==> src/rtl/rx_buffer_sched_if.sv <==
// Stream channel (32-bit data, valid/ready, last) used by the receive scheduler
// for the frame report input, the descriptor writeback output and the
// free-buffer command output.
interface rx_buffer_sched_if;
  logic [31:0] tdata;
  logic        tvalid;
  logic        tlast;
  logic        tready;

  modport master (output tdata, output tvalid, output tlast, input tready);
  modport slave  (input tdata, input tvalid, input tlast, output tready);
endinterface

==> src/rtl/rx_buffer_sched.sv <==
// Receive buffer scheduler: pairs each captured frame report with a host
// descriptor, issues the local-to-host DMA command, emits the two descriptor
// writeback words and finally returns the local buffer to the capture block.
// One frame is in flight at a time, so local buffers are released in order.
//
// Optional feature macro: RX_SCHED_DROP_EN
//   When defined, a frame that waits DROP_TIMEOUT cycles for a descriptor is
//   dropped (freed without DMA or writeback) and drop_count is incremented.
//   When undefined, the scheduler waits for a descriptor indefinitely and
//   drop_count is tied to zero.
module rx_buffer_sched #(
  parameter int unsigned HOST_ADDR_BITS = 64,
  parameter int unsigned DROP_TIMEOUT   = 4096
) (
  input  logic                      aclk,
  input  logic                      aresetn,
  rx_buffer_sched_if.slave          stat_s,
  input  logic [HOST_ADDR_BITS-1:0] desc_s_tdata,
  input  logic                      desc_s_tvalid,
  output logic                      desc_s_tready,
  output logic [15:0]               dma_cmd_local,
  output logic [HOST_ADDR_BITS-1:0] dma_cmd_host,
  output logic [15:0]               dma_cmd_bytes,
  output logic                      dma_cmd_valid,
  input  logic                      dma_cmd_ready,
  input  logic                      dma_done,
  rx_buffer_sched_if.master         wb_m,
  rx_buffer_sched_if.master         free_m,
  output logic [15:0]               drop_count
);

  localparam int unsigned FIELD_BITS = 16;
  localparam int unsigned WORD_BITS  = 32;
  // Writeback status word: no errors, DD | EOP
  localparam logic [WORD_BITS-1:0] WB_STATUS = 32'h0000_0003;

  // A zero timeout would make the drop path meaningless
  if (DROP_TIMEOUT == 0) begin : g_timeout_range
    $error("rx_buffer_sched: DROP_TIMEOUT must be non-zero");
  end

  typedef enum logic [3:0] {
    S_IDLE,
    S_C1,
    S_C2,
    S_RESYNC,
    S_DESC,
    S_CMD,
    S_DWAIT,
    S_WB0,
    S_WB1,
    S_FREE
  } state_t;

  state_t                state;
  logic [FIELD_BITS-1:0] len;
  logic [FIELD_BITS-1:0] addr;
  logic [FIELD_BITS-1:0] csum;
  logic                  stat_hs;
  logic                  desc_hs;

`ifdef RX_SCHED_DROP_EN
  localparam int unsigned WAIT_BITS = (DROP_TIMEOUT > 1) ? $clog2(DROP_TIMEOUT) : 1;
  localparam logic [WAIT_BITS-1:0] WAIT_LAST = WAIT_BITS'(DROP_TIMEOUT - 1);
  logic [WAIT_BITS-1:0] wait_cnt;
`else
  assign drop_count = 16'h0000;
`endif

  assign stat_hs = stat_s.tvalid && stat_s.tready;
  assign desc_hs = desc_s_tvalid && desc_s_tready;

  // Frame sequencer; every handshake output is registered and only changes on
  // a handshake or a state transition.
  always_ff @(posedge aclk or negedge aresetn) begin
    if (!aresetn) begin
      state         <= S_IDLE;
      len           <= '0;
      addr          <= '0;
      csum          <= '0;
      stat_s.tready <= 1'b0;
      desc_s_tready <= 1'b0;
      dma_cmd_local <= '0;
      dma_cmd_host  <= '0;
      dma_cmd_bytes <= '0;
      dma_cmd_valid <= 1'b0;
      wb_m.tdata    <= '0;
      wb_m.tvalid   <= 1'b0;
      wb_m.tlast    <= 1'b0;
      free_m.tdata  <= '0;
      free_m.tvalid <= 1'b0;
      free_m.tlast  <= 1'b0;
`ifdef RX_SCHED_DROP_EN
      wait_cnt      <= '0;
      drop_count    <= '0;
`endif
    end else begin
      case (state)
        // First report word: buffer length and local address
        S_IDLE: begin
          stat_s.tready <= 1'b1;
          if (stat_hs) begin
            len   <= stat_s.tdata[31:16];
            addr  <= stat_s.tdata[15:0];
            state <= stat_s.tlast ? S_RESYNC : S_C1;
          end
        end

        // Second report word: checksum (its length copy is redundant)
        S_C1: begin
          if (stat_hs) begin
            csum  <= stat_s.tdata[31:16];
            state <= stat_s.tlast ? S_RESYNC : S_C2;
          end
        end

        // Trailer word must close the report, otherwise the stream is misaligned
        S_C2: begin
          if (stat_hs) begin
            if (stat_s.tlast) begin
              state         <= S_DESC;
              stat_s.tready <= 1'b0;
              desc_s_tready <= 1'b1;
`ifdef RX_SCHED_DROP_EN
              wait_cnt      <= '0;
`endif
            end else begin
              state <= S_RESYNC;
            end
          end
        end

        // Discard up to and including the next word carrying tlast
        S_RESYNC: begin
          if (stat_hs && stat_s.tlast) begin
            state <= S_IDLE;
          end
        end

        // Wait for a host descriptor; empty frames skip the DMA
        S_DESC: begin
          if (desc_hs) begin
            desc_s_tready <= 1'b0;
            dma_cmd_host  <= desc_s_tdata;
            if (len == 16'h0000) begin
              state       <= S_WB0;
              wb_m.tvalid <= 1'b1;
              wb_m.tdata  <= {csum, len};
              wb_m.tlast  <= 1'b0;
            end else begin
              state         <= S_CMD;
              dma_cmd_valid <= 1'b1;
              dma_cmd_local <= addr;
              dma_cmd_bytes <= len;
            end
          end
`ifdef RX_SCHED_DROP_EN
          else if (wait_cnt == WAIT_LAST) begin
            desc_s_tready <= 1'b0;
            state         <= S_FREE;
            free_m.tvalid <= 1'b1;
            free_m.tdata  <= {len, addr};
            free_m.tlast  <= 1'b1;
            if (drop_count != 16'hFFFF) begin
              drop_count <= drop_count + 16'd1;
            end
          end else begin
            wait_cnt <= wait_cnt + WAIT_BITS'(1);
          end
`endif
        end

        // Hold the command until accepted; a done on the same cycle counts
        S_CMD: begin
          if (dma_cmd_ready) begin
            dma_cmd_valid <= 1'b0;
            if (dma_done) begin
              state       <= S_WB0;
              wb_m.tvalid <= 1'b1;
              wb_m.tdata  <= {csum, len};
              wb_m.tlast  <= 1'b0;
            end else begin
              state <= S_DWAIT;
            end
          end
        end

        // Wait for the transfer to land in host memory
        S_DWAIT: begin
          if (dma_done) begin
            state       <= S_WB0;
            wb_m.tvalid <= 1'b1;
            wb_m.tdata  <= {csum, len};
            wb_m.tlast  <= 1'b0;
          end
        end

        // Writeback word 0 {csum,len}
        S_WB0: begin
          if (wb_m.tready) begin
            state      <= S_WB1;
            wb_m.tdata <= WB_STATUS;
            wb_m.tlast <= 1'b1;
          end
        end

        // Writeback word 1 (status), then release the local buffer
        S_WB1: begin
          if (wb_m.tready) begin
            state         <= S_FREE;
            wb_m.tvalid   <= 1'b0;
            wb_m.tlast    <= 1'b0;
            free_m.tvalid <= 1'b1;
            free_m.tdata  <= {len, addr};
            free_m.tlast  <= 1'b1;
          end
        end

        // Free command held until the capture block takes it
        S_FREE: begin
          if (free_m.tready) begin
            state         <= S_IDLE;
            free_m.tvalid <= 1'b0;
            free_m.tlast  <= 1'b0;
            stat_s.tready <= 1'b1;
          end
        end

        default: begin
          state <= S_IDLE;
        end
      endcase
    end
  end

endmodule

==> src/flat_wrapper.sv <==
// flat-port wrapper written by rule: the top's interface ports become plain ports
module rx_buffer_sched_flat 
#(
  parameter int unsigned HOST_ADDR_BITS = 64,
  parameter int unsigned DROP_TIMEOUT   = 4096
)
  (aclk, aresetn, desc_s_tdata, desc_s_tvalid, desc_s_tready, dma_cmd_local, dma_cmd_host, dma_cmd_bytes, dma_cmd_valid, dma_cmd_ready, dma_done, drop_count, stat_s_tdata, stat_s_tvalid, stat_s_tlast, stat_s_tready, wb_m_tdata, wb_m_tvalid, wb_m_tlast, wb_m_tready, free_m_tdata, free_m_tvalid, free_m_tlast, free_m_tready);
  rx_buffer_sched_if stat_s_i ();
  rx_buffer_sched_if wb_m_i ();
  rx_buffer_sched_if free_m_i ();
  input  logic aclk;
  input  logic aresetn;
  input  logic [HOST_ADDR_BITS-1:0] desc_s_tdata;
  input  logic desc_s_tvalid;
  output logic desc_s_tready;
  output logic [15:0] dma_cmd_local;
  output logic [HOST_ADDR_BITS-1:0] dma_cmd_host;
  output logic [15:0] dma_cmd_bytes;
  output logic dma_cmd_valid;
  input  logic dma_cmd_ready;
  input  logic dma_done;
  output logic [15:0] drop_count;
  input wire logic [$bits(stat_s_i.tdata)-1:0] stat_s_tdata;
  input wire logic [$bits(stat_s_i.tvalid)-1:0] stat_s_tvalid;
  input wire logic [$bits(stat_s_i.tlast)-1:0] stat_s_tlast;
  output wire logic [$bits(stat_s_i.tready)-1:0] stat_s_tready;
  output wire logic [$bits(wb_m_i.tdata)-1:0] wb_m_tdata;
  output wire logic [$bits(wb_m_i.tvalid)-1:0] wb_m_tvalid;
  output wire logic [$bits(wb_m_i.tlast)-1:0] wb_m_tlast;
  input wire logic [$bits(wb_m_i.tready)-1:0] wb_m_tready;
  output wire logic [$bits(free_m_i.tdata)-1:0] free_m_tdata;
  output wire logic [$bits(free_m_i.tvalid)-1:0] free_m_tvalid;
  output wire logic [$bits(free_m_i.tlast)-1:0] free_m_tlast;
  input wire logic [$bits(free_m_i.tready)-1:0] free_m_tready;
  assign stat_s_i.tdata = stat_s_tdata;
  assign stat_s_i.tvalid = stat_s_tvalid;
  assign stat_s_i.tlast = stat_s_tlast;
  assign stat_s_tready = stat_s_i.tready;
  assign wb_m_tdata = wb_m_i.tdata;
  assign wb_m_tvalid = wb_m_i.tvalid;
  assign wb_m_tlast = wb_m_i.tlast;
  assign wb_m_i.tready = wb_m_tready;
  assign free_m_tdata = free_m_i.tdata;
  assign free_m_tvalid = free_m_i.tvalid;
  assign free_m_tlast = free_m_i.tlast;
  assign free_m_i.tready = free_m_tready;
  rx_buffer_sched #(.HOST_ADDR_BITS(HOST_ADDR_BITS), .DROP_TIMEOUT(DROP_TIMEOUT)) u_core (.aclk(aclk), .aresetn(aresetn), .stat_s(stat_s_i), .desc_s_tdata(desc_s_tdata), .desc_s_tvalid(desc_s_tvalid), .desc_s_tready(desc_s_tready), .dma_cmd_local(dma_cmd_local), .dma_cmd_host(dma_cmd_host), .dma_cmd_bytes(dma_cmd_bytes), .dma_cmd_valid(dma_cmd_valid), .dma_cmd_ready(dma_cmd_ready), .dma_done(dma_done), .wb_m(wb_m_i), .free_m(free_m_i), .drop_count(drop_count));
endmodule
==> config.mk <==
export PLATFORM = sky130hd
export DESIGN_NAME = rx_buffer_sched_flat
export DESIGN_NICKNAME = d
export VERILOG_FILES = /design/src/rtl/rx_buffer_sched_if.sv /design/src/rtl/rx_buffer_sched.sv /design/src/flat_wrapper.sv
export SDC_FILE = /design/constraint.sdc
export NUM_CORES = 1
export LEC_CHECK = 0
export BUFFER_PORTS_ARGS = -buffer_cell sky130_fd_sc_hd__buf_2
export CORE_MARGIN = 2
export CORE_UTILIZATION = 54
export DETAILED_ROUTE_END_ITERATION = 16
export PLACE_DENSITY = 0.82
export REMOVE_ABC_BUFFERS = 1
export SKIP_CTS_REPAIR_TIMING = 1
export SLEW_MARGIN = 20
export SYNTH_ARGS = -nofsm -noshare
export SYNTH_HDL_FRONTEND = slang
export SYNTH_SLANG_ARGS = --single-unit
==> constraint.sdc <==
create_clock -name aclk -period 4.25 [get_ports aclk]
set_input_delay 0.85 -clock aclk [delete_from_list [all_inputs] [get_ports aclk]]
set_output_delay 0.85 -clock aclk [all_outputs]
set_load 0.1 [all_outputs]
==> results of run 1 <==
-- placed cells by master, fill, tap and decap left out, types with 8 or more instances in the layout --
cell	Yosys	final
buf_2	3	270
nand2_1	76	76
nor2_1	11	11
mux2_4	89	89
clkbuf_16	0	23
dfrtp_1	218	218
conb_1	1	16
mux2_2	47	47
a21oi_1	8	8
o21ai_2	28	28
mux2_1	40	40
-- registers in the layout (all words and copies together), names as in the netlist, 4 cells and up --
| signal | count |
|---|---|
| u_core.dma_cmd_local | 16 |
| u_core.len | 16 |
| u_core.csum | 16 |
| u_core.state | 4 |
| u_core.addr | 16 |
| u_core.dma_cmd_host | 64 |
| u_core.wb_m.tdata | 32 |
| u_core.dma_cmd_bytes | 16 |
| u_core.free_m.tdata | 32 |
-- routing by layer --
layer	part of all wire, %	global-route usage [%]
met2	50	39.5
met5	0	0
met4	2.8	6.94
met1	39	27.4
met3	8.1	5.78
-- cells by family (layout without fill, tap and decap cells) --
family / count (synthesis) / after routing / synth area share, %
flip-flops: 218 / 218 / 57.8
AND/OR/NAND/NOR: 120 / 120 / 7.12
AO/OA/AOI/OAI: 64 / 64 / 5.22
multiplexers: 178 / 178 / 24.7
buffers and inverters: 52 / 316 / 5.09
other: 1 / 17 / 0.0397
-- worst max-delay path, cell delays in order (launching register included) --
cell     delay, ns
dfrtp_1       0.56
nor2b_1       0.55
nand2_4       0.15
nor2_4        0.13
buf_12        0.38
nand2_4       0.47
mux2_4        0.45
-- through the flow --
| stage | utilization, % | setup WS [ns] | instance area (um2) | cells | hold slack [ns] |
|---|---|---|---|---|---|
| finish | 67.0 | 1.34 | 11500 | 1138 | 0.391 |
| CTS | 67.0 | 1.35 | 11500 | 1137 | 0.431 |
| global route | 67.0 | 1.19 | 11500 | 1138 | 0.448 |
| global placement | 62.5 | 1.44 | 10700 | 1098 | 0.456 |
| detailed placement | 62.5 | 1.36 | 10700 | 1098 | 0.460 |
| floorplan | - | 0.114 | 9020 | 597 | 0.464 |
-- path summary, 6_finish.rpt --
check | startpoint | end | slack (ns) | cells after the start
min in group aclk | u_core.wb_m.tdata[23] | u_core.wb_m.tdata[23] | 0.47 | 2
worst max-delay path | u_core.state[3] | u_core.dma_cmd_bytes[8] | 1.34 | 6
worst max register to register | u_core.state[3] | u_core.dma_cmd_bytes[8] | 1.34 | 6
worst min register to register | u_core.wb_m.tdata[23] | u_core.wb_m.tdata[23] | 0.47 | 2
worst min-delay path | aresetn | u_core.free_m.tdata[2] | 0.39 | 1
max in group asynchronous | aresetn | u_core.stat_s.tready | 2.87 | 2
-- area by class of cell --
type	count	area, um2	share of cell area [%]
Timing Repair Buffer	276	1440	12.5
Multi-Input combinational cell	378	3560	31.0
Sequential cell	218	5460	47.4
Inverter	1	3.75	0.0326
Tap cell	225	282	2.45
Clock inverter	6	83.8	0.729
Antenna cell	1	2.50	0.0218
Clock buffer	33	673	5.85
==> flow_summary_export.csv, run 1 <==
group,metric,value,unit
critical_path,arrival,3.29,ns
global_routing,grt_start_max_net_pins,106,
synthesis,synth_top_area_share,57.8,%
cts,numCtsBuffers,23,
routing,drt_iter0_drc,190,
floorplan,fp.dieH,136,um
timing,drv_slew,0,
cts,cts_root_buf,"clkbuf_16",
floorplan,start_util,55.0,%
layout,nets,1003,
synthesis,async_flop_share,100,%
synthesis,synth_top_cell_by_area,"dfrtp_1",
routing,vias_per_cell,5.19,
floorplan,num_rows,48,
critical_path,cp-start-kind,"flip-flop",
floorplan,ioPinCount,288,
global_routing,grt_pass1_wl,32700,um
flow_run,drv_cap,0,
floorplan,die_w,136,um
synthesis,syn-cell-area,9440,um2
synthesis,synthCells,633,
place,io_buffers,271,
synthesis,synth.distinct_cells,45,
layout,synthToLayoutAreaGrowth,21.8,%
global_routing,grt_overflow,0,
hold_path,hold_path.class,"in -> async",
synthesis,synth_edf_count,0,
synthesis,synth_ff_type,"dfrtp_1",
routing,route.detailed.drc,0,
timing,setup_tns,0,ns
critical_path,worstPathRequired,4.63,ns
timing,finalClockSkew,0.0154,ns
routing,firstDrtPassIters,5,
routing,vias,5909,
cts,clk_latency,0.50,ns
floorplan,dieArea,18600,um2
layout,fill_cells,1273,
routing,ant_nets,0,
synthesis,synth_area_leaders,"dfrtp_1 (58%), mux2_4 (14%), mux2_2 (5.6%), mux2_1 (4.8%), nand2_1 (3.0%)",
synthesis,yosysWarnings,0,
floorplan,core_area,17200,um2
cts,cts_tree,"built",
place,dpl.hpwl,14500,um
synthesis,synth_seq_cells,218,
timing,finalHoldViolations,0,
synthesis,ys_top_cells_by_count,"dfrtp_1 (218), mux2_4 (89), nand2_1 (76)",
timing,max_clock_freq,344,MHz
routing,routed_wl,21100,um
timing,rsz0062_at_grt,"no",
global_routing,grt_usage,22.5,%
cts,cts.reportedPaths.clkPinSlew,0.06,ns
cts,cts_buffer_depth,3,
global_routing,grt_antenna_before_repair,1,
timing,setup_violations,0,
cts,htree_levels,1,
critical_path,path_max_fanout,65,
synthesis,syn_avg_cell_area,14.9,um2
global_routing,grt_pass1_vias,6034,
timing,final.min_clock_period,2.91,ns
cts,clock_sinks,218,
status,outcome,"completed",
critical_path,path_class,"reg -> reg",
synthesis,yosysMostFrequentCell,"dfrtp_1",
place,gp_congestion,0.908,
routing,wire_per_inst,18.5,um
layout,drive_gt1_share,54.3,%
critical_path,cp-end-kind,"flip-flop",
timing,tightestPinTransition,0.983,ns
timing,post-route-period-util,68.4,%
synthesis,synth_seq_area_share,57.8,%
timing,slew_headroom,34.1,%
Power of run 1 is not shown: default switching activity piles up to over one toggle a cycle in this logic, so the estimate is an artifact.
==> run 2: changes to the inputs <==
CORE_UTILIZATION = 52   (was 54)
PLACE_DENSITY = 0.8   (was 0.82)
clock period = 2.9 ns   (was 4.25 ns; I/O delays follow)
==> run 2 against run 1 <==
Cell count grew 1.2%. Clock-buffer cell count is the same. First-iteration DRC count grew 2.1%. Cell area grew 1.2%. Sequential cell count is the same.
==> flow_summary_export.csv, run 2 (synthesis gave the netlist of run 1 again) <==
group,metric,value,unit
critical_path,crit_cells,5,
critical_path,startpoint,"u_core.state[3]",
timing,tightestPinTransition,0.686,ns
cts,clk_latency,0.51,ns
cts,cts_tree,"built",
routing,drt_iter0_drc,194,
layout,synthToLayoutAreaGrowth,23.3,%
layout,regMostFlops,"u_core.dma_cmd_host",
cts,htree_levels,1,
timing,max_clock_freq,420,MHz
critical_path,cp-end-kind,"flip-flop",
critical_path,worstPathRequired,3.28,ns
routing,routed_wl,21100,um
layout,reg_top3,"u_core.dma_cmd_host (64), u_core.free_m.tdata (32), u_core.wb_m.tdata (32)",
place,gp_congestion,0.899,
routing,wire_per_inst,18.3,um
timing,rsz0062_at_grt,"no",
global_routing,grt_pass1_wl,33900,um
global_routing,grt_pass1_vias,6213,
cts,cts.reportedPaths.clkPinSlew,0.06,ns
timing,drv_slew,0,
routing,ant_nets,0,
critical_path,slowest_delay,0.57,ns
critical_path,rr_startpoint,"u_core.state[3]",
cts,clock_sinks,218,
critical_path,reg2reg_depth,5,
global_routing,grt_usage,21.7,%
routing,vias_per_cell,5.14,
place,io_buffers,271,
place,post_dp_cell_area,10800,um2
place,dpl.hpwl,14400,um
flow_run,drv_cap,0,
cts,cts_root_buf,"clkbuf_16",
critical_path,path_cells,"nor2b_1, nand2_4, nor2_4, buf_12, mux2_2",
critical_path,arrival,2.77,ns
cts,numCtsBuffers,24,
layout,nets,1012,
timing,slew_headroom,54.2,%
hold_path,hold_path.class,"in -> async",
critical_path,r2r_slack,0.52,ns
routing,route.detailed.drc,0,
floorplan,fp.dieH,139,um
global_routing,grt_start_max_net_pins,80,
timing,finalHoldViolations,0,
timing,finalClockSkew,0.0120,ns
floorplan,dieArea,19200,um2
floorplan,die_w,139,um
layout,layout_common_cells,"buf_2 (270), dfrtp_1 (218), mux2_4 (89)",
critical_path,cp_top_family,"simple AND/OR/NAND/NOR gates",
floorplan,start_util,52.7,%
floorplan,ioPinCount,288,
timing,post-route-period-util,82.2,%
layout,num_antenna_cells,0,
timing,setup_violations,0,
status,outcome,"completed",
layout,final_common_cell,"buf_2",
critical_path,r2r_end,"u_core.dma_cmd_host[52]",
critical_path,crit_buf_inv,1,
critical_path,cp-start-kind,"flip-flop",
routing,firstDrtPassIters,4,
global_routing,grt_overflow,0,
critical_path,cp_slowest_cell,"dfrtp_1",
cts,cts_buffer_depth,3,
floorplan,num_rows,49,
global_routing,grt_antenna_before_repair,0,
layout,final_area,11600,um2
timing,final.min_clock_period,2.38,ns
layout,largest_reg_flops,64,
critical_path,path_max_fanout,64,
floorplan,core_area,17900,um2
critical_path,crit_path_end,"u_core.dma_cmd_host[52]",
critical_path,path_class,"reg -> reg",
layout,drive_gt1_share,54.8,%
routing,vias,5917,
[run 2: final cells by class]
| type | count | area, um2 |
|---|---|---|
| repair buffers | 284 | 1510 |
| fillers | 1311 | 6260 |
| well taps | 229 | 287 |
| inverters | 1 | 3.75 |
| clock buffers | 33 | 684 |
| clock inverters | 9 | 134 |
| flip-flops and latches | 218 | 5460 |
| multi-input cells | 378 | 3560 |
[run 2: through the flow]
stage / utilization, % / instances / worst slack (ns) / hold WS [ns] / setup TNS, ns
after floorplan: - / 597 / -1.24 / 0.284 / -63.86
after global placement: 60.4 / 1110 / 0.618 / 0.456 / 0
after global routing: 65.0 / 1152 / 0.431 / 0.108 / 0
after CTS: 65.0 / 1152 / 0.537 / 0.0890 / 0
after detailed placement: 60.4 / 1110 / 0.542 / 0.461 / 0
final: 65.0 / 1152 / 0.516 / 0.0729 / 0
[run 2: worst min-delay path by stage]
stage	cells after the start	endpoint	slack, ns	from
5_1_grt	1	u_core.dma_cmd_host[30]	0.11	aresetn
2_1_floorplan	0	u_core.addr[0]	0.28	aresetn
4_1_cts	1	u_core.dma_cmd_host[30]	0.09	aresetn
3_5_place_dp	2	u_core.wb_m.tdata[24]	0.46	u_core.wb_m.tdata[24]
3_3_place_gp	2	u_core.wb_m.tdata[17]	0.46	u_core.wb_m.tdata[17]
6_report	1	u_core.dma_cmd_host[25]	0.07	aresetn
[run 2: metal layers]
layer | vias to the layer above | global-route usage, % | routed length [um] | share of wire, %
met5 | - | 0 | 0 | 0
met4 | 0 | 6.43 | 505 | 2.4
met3 | 37 | 5.84 | 1670 | 7.9
met2 | 243 | 36.6 | 10300 | 49
met1 | 2891 | 27.9 | 8610 | 41
li1 | 2746 | - | - | -
Power of run 2 is left out for the same reason.
